### src/rtl/pipeline_stall_ctrl.sv
// Purpose: turns hazard-unit stall, ID redirect and halt requests into pipeline enables,
//          and sequences the halt drain. It also keeps saturating perf counters and a stall watchdog.
// Latency: enables are combinational (same edge); state and counters update one edge later. No backpressure.
module pipeline_stall_ctrl #(
    parameter int DRAIN_CYCLES = 3,
    parameter int MAX_STALL    = 8,
    parameter int CNT_W        = 16
) (
    input  logic             clk,
    input  logic             rst,
    input  logic             Stall_Req,
    input  logic             Branch_Taken,
    input  logic             Jump_Taken,
    input  logic             Halt_Req,
    output logic             PC_Write,
    output logic             IF_ID_Write,
    output logic             IF_ID_Flush,
    output logic             ID_EX_Bubble,
    output logic             Halted,
    output logic             Stall_Timeout,
    output logic [CNT_W-1:0] Stall_Count,
    output logic [CNT_W-1:0] Flush_Count,
    output logic [CNT_W-1:0] Cycle_Count
);

    typedef enum logic [1:0] {
        ST_RUN    = 2'd0,
        ST_DRAIN  = 2'd1,
        ST_HALTED = 2'd2
    } state_t;

    localparam logic [2:0] DRAIN_INIT = 3'(DRAIN_CYCLES - 1);
    localparam logic [7:0] STALL_TRIP = 8'(MAX_STALL);

    state_t     state;
    logic [2:0] drain_cnt;
    logic [7:0] run_cnt;

    logic in_run;
    logic halt_go;
    logic stall_go;
    logic redirect_go;

    // Stall wins over halt and redirect: a stalled instruction has not really been decoded yet.
    always_comb begin
        in_run      = (state == ST_RUN);
        stall_go    = in_run & Stall_Req;
        halt_go     = in_run & Halt_Req & ~Stall_Req;
        redirect_go = in_run & ~Stall_Req & ~Halt_Req & (Branch_Taken | Jump_Taken);
    end

    always_comb begin
        PC_Write     = in_run & ~Stall_Req & ~Halt_Req;
        IF_ID_Write  = in_run & ~Stall_Req & ~Halt_Req;
        IF_ID_Flush  = ~in_run | redirect_go;
        ID_EX_Bubble = ~in_run | stall_go;
    end

    always_ff @(posedge clk) begin
        if (rst) begin
            state         <= ST_RUN;
            drain_cnt     <= '0;
            run_cnt       <= '0;
            Halted        <= 1'b0;
            Stall_Timeout <= 1'b0;
            Stall_Count   <= '0;
            Flush_Count   <= '0;
            Cycle_Count   <= '0;
        end else begin
            case (state)
                ST_RUN: begin
                    if (halt_go) begin
                        state     <= ST_DRAIN;
                        drain_cnt <= DRAIN_INIT;
                    end
                end
                ST_DRAIN: begin
                    if (drain_cnt == 3'd0) begin
                        state  <= ST_HALTED;
                        Halted <= 1'b1;
                    end else begin
                        drain_cnt <= drain_cnt - 3'd1;
                    end
                end
                ST_HALTED: begin
                    Halted <= 1'b1;
                end
                default: begin
                    state  <= ST_HALTED;
                    Halted <= 1'b1;
                end
            endcase

            // The watchdog only observes stalls; it never changes how a stall is applied.
            if (stall_go) begin
                if (run_cnt != 8'hFF)
                    run_cnt <= run_cnt + 8'd1;
                if (run_cnt + 8'd1 >= STALL_TRIP && run_cnt != 8'hFF)
                    Stall_Timeout <= 1'b1;
                if (Stall_Count != '1)
                    Stall_Count <= Stall_Count + CNT_W'(1);
            end else begin
                run_cnt <= '0;
            end

            if (redirect_go && Flush_Count != '1)
                Flush_Count <= Flush_Count + CNT_W'(1);

            if (state != ST_HALTED && Cycle_Count != '1)
                Cycle_Count <= Cycle_Count + CNT_W'(1);
        end
    end

endmodule
### config.mk
export PLATFORM = sky130hd
export DESIGN_NAME = pipeline_stall_ctrl
export DESIGN_NICKNAME = d
export VERILOG_FILES = /design/src/rtl/pipeline_stall_ctrl.sv
export SDC_FILE = /design/constraint.sdc
export NUM_CORES = 1
export LEC_CHECK = 0
export CAP_MARGIN = 10
export CORE_MARGIN = 4
export CORE_UTILIZATION = 52
export DETAILED_ROUTE_END_ITERATION = 8
export PLACE_DENSITY = 0.86
export SYNTH_ARGS = -nofsm -noshare
export SYNTH_HDL_FRONTEND = slang
export SYNTH_SLANG_ARGS = --single-unit
export TNS_END_PERCENT = 100
### constraint.sdc
create_clock -name clk -period 2.25 [get_ports clk]
set_input_delay 0.225 -clock clk [delete_from_list [all_inputs] [get_ports clk]]
set_output_delay 0.225 -clock clk [all_outputs]
set_load 0.01 [all_outputs]
==> impl_metrics.py <==
metrics = {
    "timing": {
        "rsz0062_at_grt": "false",
        "finalSetupViolCount": 0,
        "relSlewSlack": 0.6319,
        "slew_violations": 0,
        "tns_ns": 0,
        "tightest_slew_ns": 0.5382,
        "post-route-period-util": 0.9289,
        "fin_crit_ns": 2.090,
        "fmax_mhz": 478.5,
        "fin_ws_ns": 0.1599,
        "hold_viol": 0,
        "fin_worst_skew_ns": 0.007640,
    },
    "logic_synthesis": {
        "async_flop_share": 0,
        "synth_edf_count": 0,
        "seq_area_frac_synth": 0.4063,
        "yosysUniqueCellTypes": 52,
        "synth_area_mm2": 0.003104,
        "synth_ff_type": "dfxtp_1",
        "ys_seq_elements": 63,
        "syn_inst": 360,
        "yosysWarnings": 0,
        "syn_avg_cell_area_um2": 8.623,
        "syn_nets": 373,
    },
    "floorplan": {
        "io_pins": 60,
        "core_mm2": 0.005642,
        "die_area_mm2": 0.007270,
        "rows": 27,
        "die_h_um": 85.27,
        "die_w_um": 85.27,
        "start_util": 0.5502,
    },
    "detailed_routing": {
        "routedWlPerCell_um": 14.84,
        "antenna_left": 0,
        "vias": 2911,
        "routed_wl_um": 7450,
        "drt-pass1-iter-count": 4,
        "drc": 0,
        "viasPerCell": 5.799,
        "drtIter0Drc": 245,
    },
    "final_layout": {
        "final_nets": 438,
        "area_growth_pct": 27.33,
        "diodes": 0,
        "drive_above_1_share": 0.07907,
    },
    "setup_path": {
        "worstPathRequired_ns": 2.03,
        "crit_path_max_fanout": 7,
        "critPathLaunchType": "flip-flop",
        "slowest_delay_ns": 0.60,
        "cp.arrival_ns": 1.87,
        "cp_cell_sequence": "nor3_4 -> inv_2 -> nor2_1 -> clkdlybuf4s50_1",
        "crit_slowest_cell": "clkdlybuf4s50_1",
        "critPathKind": "flip-flop to output port",
        "end_kind": "output port",
    },
    "placement": {
        "dp_hpwl_um": 5331,
        "io_buffers": 59,
        "place.gp.congestion": 0.8432,
        "dp_slack_ns": 0.09640,
    },
    "clock_network": {
        "ctsHoldBuffers": 0,
        "clk_path_buf_depth": 2,
        "clock_latency_ns": 0.35,
        "cts_resized": 0,
        "cts_made_buffers": 9,
        "cts.sinks": 63,
        "ctsHtreeMaxLevel": 3,
        "tritoncts": "built",
        "cts_setup_buffers": 0,
        "cts-root-buf": "clkbuf_8",
        "path_clk_slew_ns": 0.07,
    },
    "power": {
        "irDropWorstVdd_v": 0.0003776,
        "power-per-cell-area_mw_per_mm2": 568.8,
        "finalPower_mw": 2.248,
        "power.static_leakage_nw": 1.363,
    },
    "outcome": {
        "status": "finished clean",
    },
    "run": {
        "drv_cap": 0,
    },
    "global_route": {
        "grt_first_pass_wirelength_um": 12640,
        "grt_pass1_vias": 2782,
        "overflow": 0,
        "antenna_found_initial": 0,
        "grt_max_degree": 55,
        "grt_usage": 0.2140,
    },
    "worst_hold_path": {
        "min-delay-path-class": "input pin to flip-flop",
    },
}
critical path, delay by kind of cell (launching register included):
kind,cells,cell delay (ns)
buffers and inverters,2,0.68
AND/OR/NAND/NOR,2,0.45
flip-flops,1,0.38
stage by stage:
step           instance area (um2)  hold slack, ns  utilization  std cells
6_report                      3953          0.2284       0.7006        502
2_1_floorplan                 3104          0.3185            -        360
4_1_cts                       3953          0.2301       0.7006        502
3_3_place_gp                  3776          0.4328       0.6693        486
3_5_place_dp                  3776          0.4485       0.6693        486
5_1_grt                       3953          0.2483       0.7006        502
area by class of cell:
type	count	area, um2
Inverter	8	30.03
Clock inverter	3	17.52
Tap cell	72	90.09
Sequential cell	63	1261
Timing Repair Buffer	64	623.1
Multi-Input combinational cell	279	1772
Fill cell	442	1689
Clock buffer	13	158.9
sequential cells by signal, indices dropped and copies added, names as in the netlist:
name           flops
Stall_Count       16
Flush_Count       16
drain_cnt          3
Stall_Timeout      1
Cycle_Count       16
Halted             1
state              2
run_cnt            8
metal layers:
metal,GRT usage,vias up,share of wire
met1,0.2658,1347,0.45
li1,-,1429,-
met2,0.3333,110,0.46
met3,0.04951,25,0.054
met5,0,-,0
met4,0.1324,0,0.033
final timing paths:
path | start | to | slack (ns) | cells past startpoint
hold reg to reg | Halted | Halted | 0.47 | 1
setup reg to reg | Stall_Count[1] | Stall_Count[1] | 0.20 | 6
setup / recovery | state[1] | IF_ID_Write | 0.16 | 4
hold / removal | rst | Stall_Count[3] | 0.23 | 3
Yosys cell counts, types with 2 or more instances:
| cell | count | area [um2] |
|---|---|---|
| nand3_1 | 19 | 95.09 |
| ha_1 | 7 | 87.58 |
| nor4_1 | 7 | 43.79 |
| o211ai_1 | 5 | 37.54 |
| buf_1 | 2 | 7.510 |
| and3_1 | 7 | 43.79 |
| nand2_1 | 25 | 93.84 |
| o21a_1 | 2 | 15.01 |
| mux2i_1 | 5 | 50.05 |
| o2111ai_1 | 3 | 26.28 |
| nor4b_2 | 2 | 30.03 |
| inv_1 | 7 | 26.28 |
| nor2b_1 | 2 | 12.51 |
| dfxtp_1 | 63 | 1261 |
| xnor2_1 | 22 | 192.7 |
| and4_1 | 2 | 17.52 |
| and2_1 | 3 | 18.77 |
| a211oi_1 | 5 | 37.54 |
| xor2_1 | 18 | 157.7 |
| or3_1 | 6 | 37.54 |
| nand4_1 | 15 | 93.84 |
| nor2_1 | 53 | 198.9 |
| nor3_4 | 2 | 32.53 |
| a21oi_1 | 15 | 75.07 |
| clkbuf_1 | 7 | 26.28 |
| nor3b_1 | 3 | 22.52 |
| nor3_1 | 14 | 70.07 |
| a31oi_1 | 3 | 18.77 |
| o21bai_1 | 3 | 22.52 |
| a31o_2 | 2 | 17.52 |
| or2_2 | 3 | 18.77 |
| o21ai_0 | 8 | 40.04 |
cell usage in the layout (no fill, tap or decap), drive strengths merged, types with 2 or more instances in the layout:
cell / netlist / routed
dfxtp: 63 / 63
clkdlybuf4s50: 0 / 58
nor2: 53 / 53
nand2: 25 / 25
xnor2: 22 / 22
nand3: 19 / 19
xor2: 18 / 18
nand4: 16 / 16
nor3: 16 / 16
a21oi: 15 / 15
clkbuf: 7 / 13
o21ai: 8 / 8
inv: 8 / 8
nor4: 7 / 7
and3: 7 / 7
ha: 7 / 7
or3: 6 / 6
buf: 3 / 6
o211ai: 5 / 5
a211oi: 5 / 5
mux2i: 5 / 5
nor3b: 3 / 3
or2: 3 / 3
o21bai: 3 / 3
a31oi: 3 / 3
o2111ai: 3 / 3
and2: 3 / 3
nor4b: 3 / 3
nor2b: 2 / 2
and4: 2 / 2
a31o: 2 / 2
o21a: 2 / 2
clkinv: 0 / 2
power by group:
group / switching (mW) / internal, mW / leakage, nW / total [mW]
Clock: 0.434 / 0.457 / 0.0894 / 0.891
Combinational: 0.0992 / 0.0885 / 0.764 / 0.188
Sequential: 0.0314 / 1.14 / 0.509 / 1.17
cells by family (layout without fill, tap and decap cells):
group,count (synthesis),count (layout),share of synthesized area
buf+inv,18,88,0.02298
compound gates,55,55,0.1185
mux,6,6,0.01975
fa+ha+maj,7,7,0.02821
simple gates,171,171,0.2914
flops,63,63,0.4063
xor+xnor,40,40,0.1129
No activity file was read; power rests on OpenSTA's default activity.
